===== config.mk =====
export PLATFORM = sky130hd
export DESIGN_NAME = wb_arbiter_flat
export DESIGN_NICKNAME = d
export VERILOG_FILES = /design/src/rtl/wb_pkg.sv /design/src/rtl/wb_arbiter_if.sv /design/src/rtl/wb_queue.sv /design/src/rtl/wb_arbiter.sv /design/src/flat_wrapper.sv
export SDC_FILE = /design/constraint.sdc
export NUM_CORES = 1
export LEC_CHECK = 0
export ABC_AREA = 1
export CAP_MARGIN = 0
export CORE_UTILIZATION = 40
export CTS_BUF_LIST = sky130_fd_sc_hd__clkbuf_16
export DETAILED_ROUTE_END_ITERATION = 6
export DONT_BUFFER_PORTS = 1
export PLACE_DENSITY = 0.65
export SYNTH_ARGS = -nofsm -noshare
export SYNTH_HDL_FRONTEND = slang
export SYNTH_HIERARCHICAL = 1
export SYNTH_SLANG_ARGS = --single-unit

===== constraint.sdc =====
create_clock -name clk -period 12.4 [get_ports clk]
set_input_delay 3.72 -clock clk [delete_from_list [all_inputs] [get_ports clk]]
set_output_delay 3.72 -clock clk [all_outputs]
set_load 0.1 [all_outputs]

===== src/rtl/wb_pkg.sv =====
// Shared widths and the result record used by the writeback arbiter and its buffer.
package wb_pkg;

    localparam int AW   = 6;
    localparam int DW   = 32;
    localparam int NREG = 1 << AW;

    typedef struct packed {
        logic [AW-1:0] addr;
        logic [DW-1:0] data;
    } wb_req_t;

endpackage


===== src/rtl/wb_arbiter_if.sv =====
// Result-source handshakes, the two register-file write ports and the hazard mask.
interface wb_arbiter_if;
    import wb_pkg::*;

    logic          alu_valid;
    logic [AW-1:0] alu_addr;
    logic [DW-1:0] alu_data;

    logic          fpu_valid;
    logic          fpu_ready;
    logic [AW-1:0] fpu_addr;
    logic [DW-1:0] fpu_data;

    logic          lsu_valid;
    logic          lsu_ready;
    logic [AW-1:0] lsu_addr;
    logic [DW-1:0] lsu_data;

    logic          we1;
    logic [AW-1:0] aw1;
    logic [DW-1:0] wd1;
    logic          we2;
    logic [AW-1:0] aw2;
    logic [DW-1:0] wd2;

    logic [NREG-1:0] pend_mask;
    logic            idle;

    modport master (
        output alu_valid, alu_addr, alu_data,
        output fpu_valid, fpu_addr, fpu_data,
        output lsu_valid, lsu_addr, lsu_data,
        input  fpu_ready, lsu_ready,
        input  we1, aw1, wd1, we2, aw2, wd2,
        input  pend_mask, idle
    );

    modport slave (
        input  alu_valid, alu_addr, alu_data,
        input  fpu_valid, fpu_addr, fpu_data,
        input  lsu_valid, lsu_addr, lsu_data,
        output fpu_ready, lsu_ready,
        output we1, aw1, wd1, we2, aw2, wd2,
        output pend_mask, idle
    );

endinterface


===== src/rtl/wb_queue.sv =====
// Compacting result buffer: oldest entry sits at index 0, pops 0-2 from the head
// and appends 0-3 at the tail each cycle.
module wb_queue
    import wb_pkg::*;
#(
    parameter int DEPTH = 4,
    parameter int CW    = $clog2(DEPTH) + 1
) (
    input  logic            clk,
    input  logic            rstn,
    input  logic [1:0]      pop_cnt,
    input  logic [1:0]      push_cnt,
    input  wb_req_t         push_req [3],
    output logic [CW-1:0]   count,
    output wb_req_t         head0,
    output wb_req_t         head1,
    output logic [NREG-1:0] pend_mask
);

    localparam int IW = $clog2(DEPTH);

    wb_req_t          entry     [DEPTH];
    wb_req_t          nxt_entry [DEPTH];
    logic [DEPTH-1:0] valid;
    logic [DEPTH-1:0] nxt_valid;

    // Valid bits are always a contiguous run from index 0, so a popcount is the occupancy.
    always_comb begin
        count = '0;
        for (int i = 0; i < DEPTH; i++) begin
            count = count + CW'(valid[i]);
        end
    end

    assign head0 = entry[0];
    assign head1 = entry[1];

    always_comb begin
        int rem;
        int src;
        int k;
        rem = int'(count) - int'(pop_cnt);
        for (int i = 0; i < DEPTH; i++) begin
            nxt_entry[i] = '0;
            nxt_valid[i] = 1'b0;
            src = i + int'(pop_cnt);
            k   = i - rem;
            if (i < rem && src < DEPTH) begin
                nxt_entry[i] = entry[IW'(src)];
                nxt_valid[i] = 1'b1;
            end else if (k >= 0 && k < int'(push_cnt)) begin
                nxt_entry[i] = push_req[2'(k)];
                nxt_valid[i] = 1'b1;
            end
        end
    end

    always_ff @(posedge clk or negedge rstn) begin
        if (!rstn) begin
            valid <= '0;
            for (int i = 0; i < DEPTH; i++) begin
                entry[i] <= '0;
            end
        end else begin
            valid <= nxt_valid;
            for (int i = 0; i < DEPTH; i++) begin
                entry[i] <= nxt_entry[i];
            end
        end
    end

    always_comb begin
        pend_mask = '0;
        for (int i = 0; i < DEPTH; i++) begin
            if (valid[i]) begin
                pend_mask[entry[i].addr] = 1'b1;
            end
        end
    end

endmodule


===== src/rtl/wb_arbiter.sv =====
// Writeback arbiter: merges ALU/FPU/LSU results behind buffered ones and retires up
// to two per cycle while keeping writes to the same register in order.
module wb_arbiter
    import wb_pkg::*;
#(
    parameter int DEPTH = 4
) (
    input  logic         clk,
    input  logic         rstn,
    wb_arbiter_if.slave  bus
);

    localparam int CW = $clog2(DEPTH) + 1;

    logic [CW-1:0] count;
    logic [CW-1:0] free;
    wb_req_t       head0;
    wb_req_t       head1;

    wb_req_t       raw [3];
    logic [2:0]    take;
    wb_req_t       arr [3];
    logic [1:0]    n_arr;

    wb_req_t       head;
    wb_req_t       second;
    logic          have_head;
    logic          have_second;
    logic          issue2;

    logic [1:0]    issued;
    logic [1:0]    pop_cnt;
    logic [1:0]    consumed;
    logic [1:0]    push_cnt;
    wb_req_t       push_req [3];

    logic          fpu_ready;
    logic          lsu_ready;

    // Thresholds guarantee the buffer cannot overflow since at least one entry retires per cycle.
    assign free      = CW'(DEPTH) - count;
    assign fpu_ready = rstn & (free >= CW'(2));
    assign lsu_ready = rstn & (free >= CW'(3));

    assign raw[0] = '{addr: bus.alu_addr, data: bus.alu_data};
    assign raw[1] = '{addr: bus.fpu_addr, data: bus.fpu_data};
    assign raw[2] = '{addr: bus.lsu_addr, data: bus.lsu_data};

    assign take[0] = rstn & bus.alu_valid & (bus.alu_addr != '0);
    assign take[1] = rstn & bus.fpu_valid & fpu_ready & (bus.fpu_addr != '0);
    assign take[2] = rstn & bus.lsu_valid & lsu_ready & (bus.lsu_addr != '0);

    always_comb begin
        int n;
        n = 0;
        for (int i = 0; i < 3; i++) begin
            arr[i] = '0;
        end
        for (int i = 0; i < 3; i++) begin
            if (take[i]) begin
                arr[2'(n)] = raw[i];
                n = n + 1;
            end
        end
        n_arr = 2'(n);
    end

    // The first two entries of the logical queue: buffered ones first, then arrivals.
    always_comb begin
        head        = arr[0];
        second      = arr[1];
        have_head   = (n_arr != 2'd0);
        have_second = (n_arr >= 2'd2);
        if (count >= CW'(2)) begin
            head        = head0;
            second      = head1;
            have_head   = 1'b1;
            have_second = 1'b1;
        end else if (count == CW'(1)) begin
            head        = head0;
            second      = arr[0];
            have_head   = 1'b1;
            have_second = (n_arr != 2'd0);
        end
    end

    assign issue2   = have_head & have_second & (second.addr != head.addr);
    assign issued   = {1'b0, have_head} + {1'b0, issue2};
    assign pop_cnt  = (count >= CW'(issued)) ? issued : count[1:0];
    assign consumed = issued - pop_cnt;
    assign push_cnt = n_arr - consumed;

    always_comb begin
        int idx;
        for (int k = 0; k < 3; k++) begin
            idx         = k + int'(consumed);
            push_req[k] = '0;
            if (idx < 3) begin
                push_req[k] = arr[2'(idx)];
            end
        end
    end

    wb_queue #(
        .DEPTH (DEPTH),
        .CW    (CW)
    ) u_queue (
        .clk       (clk),
        .rstn      (rstn),
        .pop_cnt   (pop_cnt),
        .push_cnt  (push_cnt),
        .push_req  (push_req),
        .count     (count),
        .head0     (head0),
        .head1     (head1),
        .pend_mask (bus.pend_mask)
    );

    assign bus.fpu_ready = fpu_ready;
    assign bus.lsu_ready = lsu_ready;

    assign bus.we1 = have_head;
    assign bus.aw1 = have_head ? head.addr : '0;
    assign bus.wd1 = have_head ? head.data : '0;
    assign bus.we2 = issue2;
    assign bus.aw2 = issue2 ? second.addr : '0;
    assign bus.wd2 = issue2 ? second.data : '0;

    assign bus.idle = (count == '0);

endmodule


===== src/flat_wrapper.sv =====
// flat-port wrapper written by rule: the top's interface ports become plain ports
module wb_arbiter_flat import wb_pkg::*;
#(
    parameter int DEPTH = 4
)
  (clk, rstn, bus_alu_valid, bus_alu_addr, bus_alu_data, bus_fpu_valid, bus_fpu_addr, bus_fpu_data, bus_lsu_valid, bus_lsu_addr, bus_lsu_data, bus_fpu_ready, bus_lsu_ready, bus_we1, bus_aw1, bus_wd1, bus_we2, bus_aw2, bus_wd2, bus_pend_mask, bus_idle);
  wb_arbiter_if bus_i ();
  input  logic clk;
  input  logic rstn;
  input wire logic [$bits(bus_i.alu_valid)-1:0] bus_alu_valid;
  input wire logic [$bits(bus_i.alu_addr)-1:0] bus_alu_addr;
  input wire logic [$bits(bus_i.alu_data)-1:0] bus_alu_data;
  input wire logic [$bits(bus_i.fpu_valid)-1:0] bus_fpu_valid;
  input wire logic [$bits(bus_i.fpu_addr)-1:0] bus_fpu_addr;
  input wire logic [$bits(bus_i.fpu_data)-1:0] bus_fpu_data;
  input wire logic [$bits(bus_i.lsu_valid)-1:0] bus_lsu_valid;
  input wire logic [$bits(bus_i.lsu_addr)-1:0] bus_lsu_addr;
  input wire logic [$bits(bus_i.lsu_data)-1:0] bus_lsu_data;
  output wire logic [$bits(bus_i.fpu_ready)-1:0] bus_fpu_ready;
  output wire logic [$bits(bus_i.lsu_ready)-1:0] bus_lsu_ready;
  output wire logic [$bits(bus_i.we1)-1:0] bus_we1;
  output wire logic [$bits(bus_i.aw1)-1:0] bus_aw1;
  output wire logic [$bits(bus_i.wd1)-1:0] bus_wd1;
  output wire logic [$bits(bus_i.we2)-1:0] bus_we2;
  output wire logic [$bits(bus_i.aw2)-1:0] bus_aw2;
  output wire logic [$bits(bus_i.wd2)-1:0] bus_wd2;
  output wire logic [$bits(bus_i.pend_mask)-1:0] bus_pend_mask;
  output wire logic [$bits(bus_i.idle)-1:0] bus_idle;
  assign bus_i.alu_valid = bus_alu_valid;
  assign bus_i.alu_addr = bus_alu_addr;
  assign bus_i.alu_data = bus_alu_data;
  assign bus_i.fpu_valid = bus_fpu_valid;
  assign bus_i.fpu_addr = bus_fpu_addr;
  assign bus_i.fpu_data = bus_fpu_data;
  assign bus_i.lsu_valid = bus_lsu_valid;
  assign bus_i.lsu_addr = bus_lsu_addr;
  assign bus_i.lsu_data = bus_lsu_data;
  assign bus_fpu_ready = bus_i.fpu_ready;
  assign bus_lsu_ready = bus_i.lsu_ready;
  assign bus_we1 = bus_i.we1;
  assign bus_aw1 = bus_i.aw1;
  assign bus_wd1 = bus_i.wd1;
  assign bus_we2 = bus_i.we2;
  assign bus_aw2 = bus_i.aw2;
  assign bus_wd2 = bus_i.wd2;
  assign bus_pend_mask = bus_i.pend_mask;
  assign bus_idle = bus_i.idle;
  wb_arbiter #(.DEPTH(DEPTH)) u_core (.clk(clk), .rstn(rstn), .bus(bus_i));
endmodule

# Word-level counts from Yosys, hierarchy flattened
# Index checks and enable logic that the tools add are counted.
dict set report classes {
  addsub 19
  order_cmp 47
  eq_ne 2
  mux 89
  bitwise 28
  n_reduce_logical 19
}
# op count
set ops {}
lappend ops {{38-bit two-way mux} 40}
lappend ops {{38-bit binary-select mux with 2-bit select} 11}
lappend ops {{64-bit two-way mux} 4}
lappend ops {{114-bit bitwise mux} 2}
lappend ops {{114-bit two-way mux} 2}
lappend ops {{64-bit OR} 3}
lappend ops {{38-bit demux with 2-bit select} 2}
lappend ops {{32-bit by 3-bit < comparator with 1-bit output (second input constant)} 2}
lappend ops {{32-bit two-way mux} 2}
lappend ops {{2-bit by 3-bit >= comparator with 1-bit output (second input constant)} 13}
lappend ops {{6-bit by 7-bit < comparator with 1-bit output (second input constant)} 4}
lappend ops {{1-bit demux with 6-bit select} 4}
lappend ops {{6-bit by 1-bit >= comparator with 1-bit output (second input constant)} 4}
lappend ops {{2-bit NOT} 12}
lappend ops {{5-bit by 1-bit >= comparator with 1-bit output (second input constant)} 4}
lappend ops {{5-bit by 3-bit < comparator with 1-bit output} 4}
lappend ops {{6-bit nonzero test} 3}
lappend ops {{1-bit two-way mux} 17}
lappend ops {{1-bit logical AND} 14}
lappend ops {{1-bit AND} 12}
lappend ops {{6-bit two-way mux} 2}
lappend ops {{3-bit by 4-bit subtractor with 5-bit output (first input constant)} 2}
lappend ops {{2-bit by 2-bit adder with 3-bit output (first input constant)} 3}
lappend ops {{3-bit by 2-bit >= comparator with 1-bit output (second input constant)} 3}
lappend ops {{other kinds (26)} 35}
dict set report totals {
  ff_bits 156
  in_bits 119
  output_inout_bits 145
  word_cells 213
}

# Depth between registers and ports, before layout
# Gate-level depths: netlist of the first run.
dict set report logic_depth {
  word_depth 35
  mapped_depth 61
}

# Cells and area by module
# The synthesis of the first run kept the hierarchy.
# module n_inst cells_each area_per_inst_um2 seq_area_each_um2
set modules_own_cells {}
lappend modules_own_cells {wb_queue 1 2393 15072.0 3903.7}
lappend modules_own_cells {wb_arbiter 1 1062 4954.8 0.0}

# Least setup slack after synthesis of the first run
# Ideal clock, no wire load.
dict set report synth_path {
  path_type {input to output}
  start {input port rstn}
  end {output port bus_wd1[10]}
  arrival_time_ps 8850
  t_required_ps 8680
  path_slack_ps -170
  stages 13
  path_buffers 2
  cell_sequence {inv_1 a21oi_1 nand3_1 ha_1 nand2_2 inv_2 buf_4 a21oi_1 nor2_1 inv_1 nand2_1 clkbuf_1 o21ai_0}
}
dict set report synth_between {
  word_cells_on_any_way 38
  cone_classes {add/sub (2); order compare (4); mux (17); bitwise (12); reduce/logical (3)}
}
# element line
set synth_lines {}
lappend synth_lines {{start: declaration} flat_wrapper.sv:9} ;# input logic rstn;
lappend synth_lines {{1-bit AND *} wb_arbiter.sv:42} ;# assign fpu_ready = rstn & (free >= CW'(2));
lappend synth_lines {{via bus_fpu_ready} flat_wrapper.sv:19} ;# output wire logic [$bits(bus_i.fpu_ready)-1:0] bus_fpu_ready;
lappend synth_lines {{1-bit AND * (2 in series)} wb_arbiter.sv:50} ;# assign take[1] = rstn & bus.fpu_valid & fpu_ready & (bus.fpu_addr != '0);
lappend synth_lines {{2-bit two-way mux} wb_arbiter.sv:60} ;# if (take[i]) begin
lappend synth_lines {{2-bit NOT (implied by the code)} wb_arbiter.sv:61} ;# arr[2'(n)] = raw[i];
lappend synth_lines {{2-bit by 3-bit >= comparator with 1-bit output (implied by the code) / 2-bit by 1-bit < comparator with 1-bit output (equally long branches)} wb_arbiter.sv:61}
lappend synth_lines {{1-bit logical AND (implied by the code)} wb_arbiter.sv:61}
lappend synth_lines {{38-bit two-way mux (implied by the code)} wb_arbiter.sv:61}
lappend synth_lines {{38-bit demux with 2-bit select} wb_arbiter.sv:61}
lappend synth_lines {{114-bit bitwise mux} wb_arbiter.sv:61}
lappend synth_lines {{114-bit two-way mux} wb_arbiter.sv:60}
lappend synth_lines {{38-bit two-way mux} wb_arbiter.sv:79} ;# end else if (count == CW'(1)) begin
lappend synth_lines {{38-bit two-way mux} wb_arbiter.sv:74} ;# if (count >= CW'(2)) begin
lappend synth_lines {{32-bit two-way mux *} wb_arbiter.sv:124} ;# assign bus.wd1 = have_head ? head.data : '0;
lappend synth_lines {{end: declaration} flat_wrapper.sv:23} ;# output wire logic [$bits(bus_i.wd1)-1:0] bus_wd1;
# Mark *: on every way through the listed nets, which the timed path passes. The rest lies on a longest branch.

# Final worst setup path of the first run
dict set report layout_path {
  start {input port rstn}
  end {output port bus_wd2[19]}
}
dict set report layout_between {
  elab_chain_cells 17
  word_cells_on_any_way 46
  cone_classes {add/sub (2); order compare (5); eq/ne (1); mux (21); bitwise (14); reduce/logical (3)}
}
# element line
set layout_rtl {}
lappend layout_rtl {{1-bit AND (2 in series)} wb_arbiter.sv:49} ;# assign take[0] = rstn & bus.alu_valid & (bus.alu_addr != '0);
lappend layout_rtl {{1-bit two-way mux} wb_arbiter.sv:60}
lappend layout_rtl {{1-bit by 1-bit adder with 2-bit output / 1-bit NOT with 2-bit output (equally long branches)} {wb_arbiter.sv:62, wb_arbiter.sv:61}}
lappend layout_rtl {{2-bit two-way mux, or another cell as far along} wb_arbiter.sv:60}
lappend layout_rtl {{2-bit NOT (implied by the code) / 1-bit logical AND (equally long branches)} wb_arbiter.sv:61}
lappend layout_rtl {{2-bit by 3-bit >= comparator with 1-bit output (implied by the code), or another cell as far along} wb_arbiter.sv:61}
lappend layout_rtl {{1-bit logical AND (implied by the code) / 38-bit demux with 2-bit select (equally long branches)} wb_arbiter.sv:61}
lappend layout_rtl {{38-bit two-way mux (implied by the code) / 114-bit bitwise mux (equally long branches)} wb_arbiter.sv:61}
lappend layout_rtl {{38-bit demux with 2-bit select / 114-bit two-way mux (equally long branches)} {wb_arbiter.sv:61, wb_arbiter.sv:60}}
lappend layout_rtl {{114-bit bitwise mux} wb_arbiter.sv:61}
lappend layout_rtl {{114-bit two-way mux} wb_arbiter.sv:60}
lappend layout_rtl {{38-bit two-way mux} wb_arbiter.sv:79}
lappend layout_rtl {{38-bit two-way mux} wb_arbiter.sv:74}
lappend layout_rtl {{6-bit != test} wb_arbiter.sv:87} ;# assign issue2 = have_head & have_second & (second.addr != head.addr);
lappend layout_rtl {{1-bit AND} wb_arbiter.sv:87}
lappend layout_rtl {{32-bit two-way mux *} wb_arbiter.sv:127} ;# assign bus.wd2 = issue2 ? second.data : '0;
lappend layout_rtl {{end: declaration} flat_wrapper.sv:26} ;# output wire logic [$bits(bus_i.wd2)-1:0] bus_wd2;
# Mark *: on every way between the ends. The rest lies on a longest branch, timed or not.

==> results of run 1 <==
==> per-layer routing <==
layer	global-route usage (%)	part of all wire [%]	vias to the layer above
li1	-	-	11100
met1	37.3	37	11100
met2	51.3	47	1418
met3	5.02	8.9	298
met4	20.1	6.6	0
met5	0	0	-
==> metrics by stage <==
stage | cell area (um^2) | std cells | utilization (%) | hold slack [ns]
after global routing | 21600 | 3941 | 43.9 | 0.670
after detailed placement | 21100 | 3910 | 42.9 | 0.616
after floorplan | 20000 | 3455 | - | 0.581
after global placement | 21100 | 3910 | 42.9 | 0.613
after CTS | 21600 | 3941 | 43.9 | 0.636
final | 21600 | 3942 | 43.9 | 0.632
==> state kept, by name (all words and copies together), names as in the netlist <==
| name | count |
|---|---|
| u_core/u_queue/entry | 76 |
| u_core/u_queue/head0 | 38 |
| u_core/u_queue/head1 | 38 |
| u_core/u_queue/valid | 4 |
==> kinds of logic after synthesis <==
logic type	share of synthesized area [%]
AOI/OAI and AO/OA	26.5
xor gates and xnor gates	0.294
adders and majority gates	2.27
buffers and inverters	14.4
DFF	19.5
muxes	1.40
and+or+nand+nor	35.7
==> path summary, 6_finish.rpt <==
path	end	from	cells past startpoint
worst max-delay path	bus_wd2[19]	rstn	14
worst min-delay path	u_core/u_queue/entry[53]$_DFF_PN0_	u_core/u_queue/entry[53]$_DFF_PN0_	4
worst max register to register	u_core/u_queue/head0[22]$_DFF_PN0_	u_core/u_queue/valid[0]$_DFF_PN0_	45
worst min register to register	u_core/u_queue/entry[53]$_DFF_PN0_	u_core/u_queue/entry[53]$_DFF_PN0_	4
max in group asynchronous	u_core/u_queue/entry[30]$_DFF_PN0_	rstn	0
min in group asynchronous	u_core/u_queue/entry[53]$_DFF_PN0_	rstn	0
==> layout make-up <==
| cell class | count | area share (%) |
|---|---|---|
| inverters | 269 | 4.69 |
| flip-flops and latches | 156 | 18.1 |
| multi-input cells | 2685 | 64.0 |
| clock buffers | 17 | 1.97 |
| clock inverters | 14 | 0.417 |
| diodes | 1 | 0.0116 |
| well taps | 664 | 3.85 |
| repair buffers | 136 | 7.02 |
==> worst max-delay path, stage by stage <==
cell and delay, ns:
nand2_1 0.15, inv_2 0.07, nand2_1 0.31, inv_2 0.07
ha_1 0.39, buf_4 0.29, nand2_1 0.29, nand2_1 0.63
o21ai_0 0.71, o21ai_0 0.15, nand2_1 0.08, o21ai_0 0.27
nor2_2 0.26, buf_12 0.20
==> placed cells by master (no fill, tap or decap), drive strengths merged, types with 36 or more instances in the layout <==
master / netlist / routed
nand2: 1038 / 1038
o21ai: 394 / 394
nand3: 308 / 308
inv: 267 / 268
nor2: 263 / 263
a21oi: 222 / 222
dfrtp: 156 / 156
buf: 222 / 136
o211ai: 91 / 91
o31ai: 77 / 77
o22ai: 72 / 72
or2: 50 / 50
o221ai: 36 / 36
==> qor.yml, run 1 <==
logic_synthesis:
  synth.distinct_cells: 50
  synth.avg_cell_area_um2: 5.80
  edff_count_synth: 0
  synth.most_common_cell: "nand2_1"
  yosys_warnings: 6
  synth.cell_area_um2: 20000
  synth_top_area_share_pct: 19.5
  top_cell_type_by_total_area_after_synthesis: "dfrtp_1"
  postSynthRegisterBits: 156
  synth_ff_type: "dfrtp_1"
  async_set_or_reset_flop_fraction_in_the_synthesized_netlist_pct: 100
  portion_of_the_post_synthesis_area_used_by_sequential_elements_pct: 19.5
  syn_nets: 3608
  post_synth_inst_count: 3455
  yosys-top-cells-area: "dfrtp_1 (19%), nand2_1 (19%), o21ai_0 (9.5%)"
  post_synth_most_frequent_cells: "nand2_1 (1028), o21ai_0 (379), nand3_1 (293), nor2_1 (259), inv_1 (251)"
setup_path:
  ff2ff_setup_slack_ns: 2.24
  crit_arrival_ns: 7.73
  timing.critical_path.from_type: "input port"
  critical_path_peak_fanout: 160
  critical_path_required_ns: 8.68
  crit_path_end_kind: "primary output"
  setup.worst_path.class: "input port to primary output"
cts:
  clk-insertion-delay-late_ns: 0.45
  cts_hold_repair.buffers: 0
  cts_setup_buffers: 0
  cts-root-buf: "clkbuf_16"
  cts_repair_resize_count: 0
  clk_path_buf_depth: 2
  cts_max_level: 4
  clock-sinks: 156
  clkTransAtPathRegs_ns: 0.06
  cts_buf_count: 17
  tritoncts: "built"
global_route:
  grt_first_pass_wirelength_um: 124000
  grt_overflow: 0
  grt_pass1_vias: 22000
  grt_max_degree: 161
  grt_antenna_before_repair: 1
  globalRouteTotalUtil_pct: 31.1
sta:
  finalMaxSlewViolations: 0
  setup_violations: 0
  fmax_ghz: 0.0873
  worst_slew_pin_slew_ns: 1.30
  hold_viol: 0
  min_period_over_period_pct: 92.3
  fin_tns_setup_ns: 0
  grt_setup_unrepaired: "no"
  timing.max_slew.rel_slack_pct: 15.4
  timing.final.crit_period_ns: 11.45
  fin_ws_ns: 0.952
  clock-skew-final_ns: 0.0116
die:
  initial_core_util_pct: 40.7
  fp.dieArea_um2: 51000
  floorplan.die.width_um: 226
  fp.coreArea_um2: 49200
  boundaryPins: 264
  die-height_um: 226
  row_count: 81
hold_path:
  hold_path.class: "flip-flop to flip-flop"
place:
  detailedPlace.worstSlack_ns: 1.22
  hpwl_um: 53500
  io_buffer_count: 0
  place.gp.congestion: 0.952
run:
  cap_viol_max_count: 0
route:
  dr.pass1.iters: 6
  drc_errors: 0
  drt_iter0_markers: 2789
  routed_wire_length_per_instance_um: 20.3
  wl_um: 80000
  detail-route-antenna-nets: 0
  via_count: 23900
  via_per_inst: 6.07
layout:
  fill_cells: 5235
  sequential_cell_area_um2: 3900
  drive_gt1_share_pct: 12.0
  final_net_count: 3418
  area_growth_pct: 7.85
  area_of_combinational_cells_with_multiple_inputs_um2: 13800
status:
  run_status: "finished clean"
Power of run 1 is left out: the tool's default activity adds up to more than one toggle a clock period on the data nets, which glitch-free logic cannot reach.
==> run 2, diff against run 1 <==
TNS_END_PERCENT = 100   (was default)
==> results of run 2 <==
Same layout as run 1: the final DEF is identical, and so are final timing and power.
Power of run 2 is left out for the same reason.
